[src/rtl/keypad_scanner.sv]
// Matrix keypad scanner: drives one active-low column per scan tick, debounces a single key
// press/release, and presents the key code through a valid/ready register with sticky overflow.
module keypad_scanner #(
  parameter int ROWS         = 4,
  parameter int COLS         = 4,
  parameter int SCAN_DIV     = 100000,
  parameter int DEBOUNCE_CNT = 4,
  localparam int CW          = (ROWS * COLS > 1) ? $clog2(ROWS * COLS) : 1
) (
  input  logic            clk,
  input  logic            rst,
  input  logic [ROWS-1:0] row,
  output logic [COLS-1:0] col,
  output logic [CW-1:0]   key_code,
  output logic            key_valid,
  input  logic            key_ready,
  output logic            overflow,
  output logic            held
);

  localparam int RW  = (ROWS > 1) ? $clog2(ROWS) : 1;
  localparam int IW  = (COLS > 1) ? $clog2(COLS) : 1;
  localparam int DVW = $clog2(SCAN_DIV);
  localparam int DBW = $clog2(DEBOUNCE_CNT + 1);

  localparam logic [DVW-1:0] DIV_LAST = DVW'(SCAN_DIV - 1);
  localparam logic [IW-1:0]  COL_LAST = IW'(COLS - 1);
  localparam logic [DBW-1:0] DB_LAST  = DBW'(DEBOUNCE_CNT - 1);

  localparam logic [1:0] S_SCAN     = 2'd0;
  localparam logic [1:0] S_DEBOUNCE = 2'd1;
  localparam logic [1:0] S_PRESS    = 2'd2;
  localparam logic [1:0] S_RELEASE  = 2'd3;

  logic [ROWS-1:0] sync1, sync2, rs;
  logic [DVW-1:0]  div_cnt;
  logic            tick;
  logic [1:0]      state, state_nxt;
  logic [IW-1:0]   col_idx, col_idx_nxt, col_adv;
  logic [RW-1:0]   row_idx, row_idx_nxt, hit_idx;
  logic [DBW-1:0]  cnt, cnt_nxt;
  logic [ROWS-1:0] cap_row;
  logic            offer;
  logic [CW-1:0]   offer_code;

  assign rs         = ~sync2;
  assign tick       = (div_cnt == DIV_LAST);
  assign col_adv    = (col_idx == COL_LAST) ? '0 : col_idx + IW'(1);
  assign cap_row    = ROWS'(1) << row_idx;
  assign offer_code = CW'(int'(row_idx) * COLS + int'(col_idx));
  assign held       = (state == S_PRESS) || (state == S_RELEASE);

  always_comb begin
    hit_idx = '0;
    for (int r = 0; r < ROWS; r++) begin
      if (rs[r]) hit_idx = RW'(r);
    end
  end

  // Multi-row patterns (ghosting or several keys) are never captured; the scan just moves on.
  always_comb begin
    state_nxt   = state;
    col_idx_nxt = col_idx;
    row_idx_nxt = row_idx;
    cnt_nxt     = cnt;
    offer       = 1'b0;
    case (state)
      S_SCAN: begin
        if (tick) begin
          if ($onehot(rs)) begin
            row_idx_nxt = hit_idx;
            cnt_nxt     = '0;
            state_nxt   = S_DEBOUNCE;
          end else begin
            col_idx_nxt = col_adv;
          end
        end
      end
      S_DEBOUNCE: begin
        if (tick) begin
          if (rs == cap_row) begin
            if (cnt == DB_LAST) begin
              cnt_nxt   = '0;
              state_nxt = S_PRESS;
            end else begin
              cnt_nxt = cnt + DBW'(1);
            end
          end else begin
            state_nxt   = S_SCAN;
            col_idx_nxt = col_adv;
          end
        end
      end
      S_PRESS: begin
        offer     = 1'b1;
        cnt_nxt   = '0;
        state_nxt = S_RELEASE;
      end
      S_RELEASE: begin
        if (tick) begin
          if (rs == '0) begin
            if (cnt == DB_LAST) begin
              cnt_nxt     = '0;
              state_nxt   = S_SCAN;
              col_idx_nxt = col_adv;
            end else begin
              cnt_nxt = cnt + DBW'(1);
            end
          end else begin
            cnt_nxt = '0;
          end
        end
      end
      default: state_nxt = S_SCAN;
    endcase
  end

  always_ff @(posedge clk) begin
    if (rst) begin
      sync1   <= '0;
      sync2   <= '0;
      div_cnt <= '0;
      state   <= S_SCAN;
      col_idx <= '0;
      row_idx <= '0;
      cnt     <= '0;
      col     <= ~COLS'(1);
    end else begin
      sync1   <= row;
      sync2   <= sync1;
      div_cnt <= tick ? '0 : div_cnt + DVW'(1);
      state   <= state_nxt;
      col_idx <= col_idx_nxt;
      row_idx <= row_idx_nxt;
      cnt     <= cnt_nxt;
      col     <= ~(COLS'(1) << col_idx_nxt);
    end
  end

  // An offer that cannot be accepted is dropped; the pending code is kept and overflow sticks.
  always_ff @(posedge clk) begin
    if (rst) begin
      key_code  <= '0;
      key_valid <= 1'b0;
      overflow  <= 1'b0;
    end else if (offer) begin
      if (!key_valid || key_ready) begin
        key_code  <= offer_code;
        key_valid <= 1'b1;
      end else begin
        overflow <= 1'b1;
      end
    end else if (key_valid && key_ready) begin
      key_valid <= 1'b0;
    end
  end

endmodule

[config.mk]
export PLATFORM = sky130hd
export DESIGN_NAME = keypad_scanner
export DESIGN_NICKNAME = d
export VERILOG_FILES = /design/src/rtl/keypad_scanner.sv
export SDC_FILE = /design/constraint.sdc
export NUM_CORES = 1
export LEC_CHECK = 0
export ABC_AREA = 1
export BUFFER_PORTS_ARGS = -buffer_cell sky130_fd_sc_hd__buf_2
export CAP_MARGIN = 25
export CELL_PAD_IN_SITES_DETAIL_PLACEMENT = 1
export CELL_PAD_IN_SITES_GLOBAL_PLACEMENT = 1
export CORE_ASPECT_RATIO = 1.4
export CORE_UTILIZATION = 46
export CTS_CLUSTER_SIZE = 40
export DETAILED_ROUTE_END_ITERATION = 16
export HOLD_SLACK_MARGIN = 0.02
export PLACE_DENSITY_LB_ADDON = 0.1
export SYNTH_ARGS = -nofsm -noshare
export SYNTH_HDL_FRONTEND = slang
export SYNTH_SLANG_ARGS = --single-unit
[constraint.sdc]
create_clock -name clk -period 4 [get_ports clk]
set_input_delay 0.6 -clock clk [delete_from_list [all_inputs] [get_ports clk]]
set_output_delay 0.6 -clock clk [all_outputs]
set_load 0.005 [all_outputs]
Yosys cells after proc, flatten, opt, wreduce, memory -nomap -nowiden. Cells that the tools add are included.

Bits in registers: 44. Input port bits: 7. Output and inout port bits: 11. Logic and storage cells: 87.

Add/sub/neg operators: 7. Eq/ne operators: 17. Shifts and indexed selects: 2. Mux-type cells: 33. Bitwise gates (word level): 3. Reduce and logical (&&, ||, !) cells: 14.

Operators by type and width (count): $mux W2 (18); $mux W3 (7); $add A17 B1 Y17 const B (1); $eq A17 B17 Y1 const B (1); $pmux W3 S4 (1); $ne A2 B2 Y1 const B (5); $not A4 Y4 (2); $pmux W2 S4 (1); $shl A1 B2 Y4 const A (2); $reduce_and A7 Y1 (1); $eq A2 B2 Y1 const B (3); $ne A2 B1 Y1 const B (3); $pmux W2 S3 (1); $reduce_and A2 Y1 (3); $mux W1 (5); $reduce_and A5 Y1 (1); $add A1 B1 Y2 (2); $add A4 B2 Y4 (1); $eq A4 B4 Y1 (1); $logic_not A4 Y1 (1); $add A2 B2 Y3 (1); $add A3 B1 Y3 const B (1); $eq A3 B1 Y1 const B (1); $eq A3 B2 Y1 const B (1); other kinds (11) (12).

Longest topological paths before layout.
Depth in word-level cells: 9. Mapped depth: 14. Depth with buffers taken out: 14.

Least setup slack after synthesis. OpenSTA, ideal clock, no wires.

Kind: flip-flop to flip-flop. From: reg sync2[0]. To: reg col[0]. Setup time: 0.114 ns. Arrival time: 2.150 ns. Required time: 3.886 ns. Path slack: 1.736 ns. Cell stages (with the launch flop): 12. Path buffers: 0. Clock period less this slack: 2.264 ns. Cells stage by stage: dfxtp_1 -> fa_1 -> inv_1 -> ha_1 -> ha_1 -> nand3b_1 -> o21ai_0 -> nand3_1 -> nand3_1 -> nand4_2 -> nand2_1 -> nand2_1.

Word-level cells in the longest chain between the ends: 9. Elaborated cells between the ends (all ways): 15. Classes of those cells: add/sub (2); eq/ne (2); shift (1); mux (7); bitwise (2); reduce/logical (1).

Ends and longest elaborated chain: start, declared (line 35) `logic [ROWS-1:0] sync1, sync2, rs;`; start signal, assigned (line 130) `sync2 <= sync1;`; $not A4 Y4 * (line 46) `assign rs = ~sync2;`; $add A1 B1 Y2 (not written as such) (line 70) `if ($onehot(rs)) begin`; $add A2 B2 Y3 (not written as such) (line 70); $eq A3 B1 Y1 (line 70); $mux W2 (line 70); $mux W2 (line 69) `if (tick) begin`; $pmux W2 S3 * (line 67) `case (state)`; $shl A1 B2 Y4 * (line 136) `col <= ~(COLS'(1) << col_idx_nxt);`; $not A4 Y4 * (line 136); end signal, assigned (line 127) `col <= ~COLS'(1);`; end signal, assigned (line 136); end, declared (line 13) `output logic [COLS-1:0] col,`.

Mark *: on every way between the ends. The rest lies on a longest branch, timed or not. A chain may end at the register's enable or synchronous reset.

Final worst setup path.
From: reg sync2[0]. To: reg col[2].

The elaborated chain is that of the path after synthesis.

==> results.toml <==
[status]
outcome = "finished clean"

[synth]
avgSynthCellArea_sq_um = 7.04
syn-instance-count = 322
synth_top_family_by_area = "simple AND/OR/NAND/NOR gates"
synth-adder-area-share_pct = 4.19
netlist.area_leader.share_pct = 38.8
synthTopCellsByArea = "dfxtp_1, nand2_1, inv_1"
synth_top_cell_by_area = "dfxtp_1"
synth_edf_count = 0
muxShareOfSynthArea_pct = 0
ys_types = 34
seq_area_frac_synth_pct = 38.8
yosys.area_share.simple_pct = 37.2
syn_area_sq_um = 2270
synthArstFlopShare_pct = 0
syn-num-nets = 336
ys_ff_latch = 44
synth-compound-area-share_pct = 9.05
synth_ff_type = "dfxtp_1"
synthXorXnorAreaFrac_pct = 0.772
ys_warn_count = 0

[power_and_ir_drop]
internal-power_w = 0.000574
power.density_nw_per_um2 = 302
vdd_drop_max_mv = 0.217
pwr-share-seq_pct = 59.7
swShare_pct = 23.6
combPwrFrac_pct = 4.1
netSwitchingPower_w = 0.000178
power_w = 0.000751
leakagePower_nw = 1.12
clock_power_share_pct = 36.2

[worst_setup_path]
path_buf_inv = 1
end_kind = "register"
reg2reg_from = "sync2[0]"
cp.arrival_ns = 2.67
crit_family = "adder cells"
cpMostUsedCell = "nand3_1"
cp_cell_sequence = "fa_1 > inv_1 > ha_1 > ha_1 > nand3b_1 > o21ai_0 > nand3_1 > nand3_1 > nand3_1 > nor2_1 > nand3_1"
cpPeakStageDelay_ns = 0.54
worstPathRequired_ns = 4.17
worst_path_max_delay_cell = "fa_1"
crit_start = "sync2[0]"
crit_path_max_fanout = 6
critical_path_class = "reg -> reg"
critPathLaunchType = "register"

[global_routing]
grt.total_usage_pct = 22.6
antenna_found_initial = 0
grt_overflow = 0
grt_pass1_vias = 2131
grt_pass1_wl_mm = 8.91
grt_max_degree = 18

[die]
ios = 18
fp.coreArea_sq_um = 4640
die-area_sq_um = 5220
die_h_um = 85.1
initial_utilization_pct = 48.8
die_x_um = 61.4
fp-row-count = 29

[clock_tree]
post_cts_buffers = 0
cts_buffer_depth = 2
clkLatencyLatePin_ns = 0.30
post_cts_resized = 0
cts_tree = "built"
clk_pin_slew_worst_paths_ns = 0.09
htree_levels = 2
root_buffer = "clkbuf_8"
hold_buffers = 0
cts_buffers = 5
cts.sinks = 44

[finish]
instances_no_fill = 403
syn2layout_area_growth_pct = 9.76
design_area_sq_um = 2490
regArea_sq_um = 881
multi_input_area_sq_um = 1160
fillCellCount = 658
antenna_cells = 0
layout-drive-gt1-share_pct = 14.4
finalNetCount = 355

[routing]
drt_first_iter_violations = 46
drt-wirelength-per-cell_um = 13.0
vias = 2059
routed_wl_mm = 5.24
first_pass_iters = 4
drc = 0
post_drt_via_cell_ratio = 5.11
drtAntennaViolNets = 0

[timing]
hold_viol_final = 0
setup_tns_ns = 0
finalMaxSlewViolations = 0
rsz0062_at_grt = "false"
slew-limit-headroom_pct = 59.8
post-route-period-util_pct = 62.7
fmax_mhz = 399
period_needed_ns = 2.51
setup-violations-final = 0
tightest_slew_ns = 0.602
clock_skew_ns = 0.00926

[flow_run]
cap_viol_max_count = 0

[worst_hold_path]
hp-start = "sync1[2]"
hold_class = "reg -> reg"

[place]
place.detailed.hpwl_mm = 4.04
port_buffers = 17
placed_area_sq_um = 2410
place_congestion = 0.785
dp.cells = 396
[worst register-to-register path, stage by stage, from the launching register on]
cell and delay [ns]:
dfxtp_1 0.36, fa_1 0.54, inv_1 0.04, ha_1 0.17, ha_1 0.26, nand3b_1 0.27, o21ai_0 0.21, nand3_1 0.09
nand3_1 0.15, nand3_1 0.12, nor2_1 0.10, nand3_1 0.06
[synth_stat cells, drive strengths merged (3+ instances only)]
library cell and instances:
ha 6, nor2 50, nand4 6, inv 54, nor3b 3, nand2 69, a211oi 3, o21ai 14
clkbuf 3, a21oi 18, nor3 8, nand3 32, dfxtp 44
[sequential cells by signal (all words and copies together) (netlist names), named ones only]
register and count:
col 4, overflow 1, sync2 4, col_idx 2
div_cnt 17, sync1 4, row_idx 2, state 1
cnt 3, key_code 4, key_valid 1
[logic make-up (layout without fill, tap and decap cells)]
| group | after synthesis | count (layout) |
|---|---|---|
| flip-flops | 44 | 44 |
| AO/OA/AOI/OAI | 38 | 38 |
| XOR/XNOR | 2 | 2 |
| buffers and inverters | 59 | 78 |
| AND/OR/NAND/NOR | 172 | 172 |
| adder cells (fa/ha/maj) | 7 | 7 |
[final timing paths]
| path | to | slack [ns] | depth (start not counted) |
|---|---|---|---|
| hold reg to reg | sync2[2] | 0.40 | 2 |
| hold / removal | sync2[2] | 0.40 | 2 |
| setup reg to reg | col[2] | 1.49 | 11 |
| setup / recovery | col[2] | 1.49 | 11 |
[layout make-up]
| class | count | area share, % |
|---|---|---|
| clock buffer | 5 | 2.76 |
| clock inverter | 2 | 0.503 |
| inverter | 54 | 8.14 |
| multi-input combinational | 219 | 46.7 |
| sequential | 44 | 35.4 |
| tap | 62 | 3.12 |
| timing repair buffer | 17 | 3.42 |
[metal layers]
layer	global-route usage (%)	vias to the layer above	part of all wire (%)	routed length, um
li1	-	1060	-	-
met1	23.3	972	39	2070
met2	43.7	20	57	3010
met3	3.35	7	1.7	90
met4	7.68	0	1.5	77
met5	0	-	0	0
[power by group through the flow]
stage | Sequential (W) | Clock (W) | Combinational (W)
final | 0.000449 | 0.000272 | 0.0000305
after global routing | 0.000450 | 0.000298 | 0.0000356
after CTS | 0.000449 | 0.000280 | 0.0000317
after detailed placement | 0.000459 | 0 | 0.0000314
after global placement | 0.000459 | 0 | 0.0000293
after floorplan | 0.000458 | 0 | 0.0000221
[stage by stage]
step / util (%) / worst slack (ns) / hold slack (ns)
floorplan: - / 1.74 / 0.388
global placement: 51.9 / 1.59 / 0.391
detailed placement: 51.9 / 1.50 / 0.398
CTS: 53.6 / 1.46 / 0.405
global route: 53.6 / 1.35 / 0.411
finish: 53.6 / 1.49 / 0.400
[cells in the final DEF (no fill, tap or decap), types with 2 or more instances in the layout]
cell type | netlist | routed
nand3_2 | 5 | 5
nor4_1 | 2 | 2
nand2_1 | 65 | 65
nor3_1 | 5 | 5
a21oi_1 | 18 | 18
nor2_2 | 3 | 3
nor3_4 | 2 | 2
nand3_1 | 27 | 27
inv_1 | 49 | 49
nand4_1 | 4 | 4
inv_2 | 5 | 5
a211oi_1 | 3 | 3
nand2_2 | 4 | 4
o21ai_0 | 13 | 13
nor3b_1 | 2 | 2
nor2_1 | 45 | 45
buf_2 | 2 | 17
clkbuf_8 | 0 | 5
nand4_2 | 2 | 2
o21bai_1 | 2 | 2
dfxtp_1 | 44 | 44
ha_1 | 6 | 6
(Power assumes the default switching activity.)
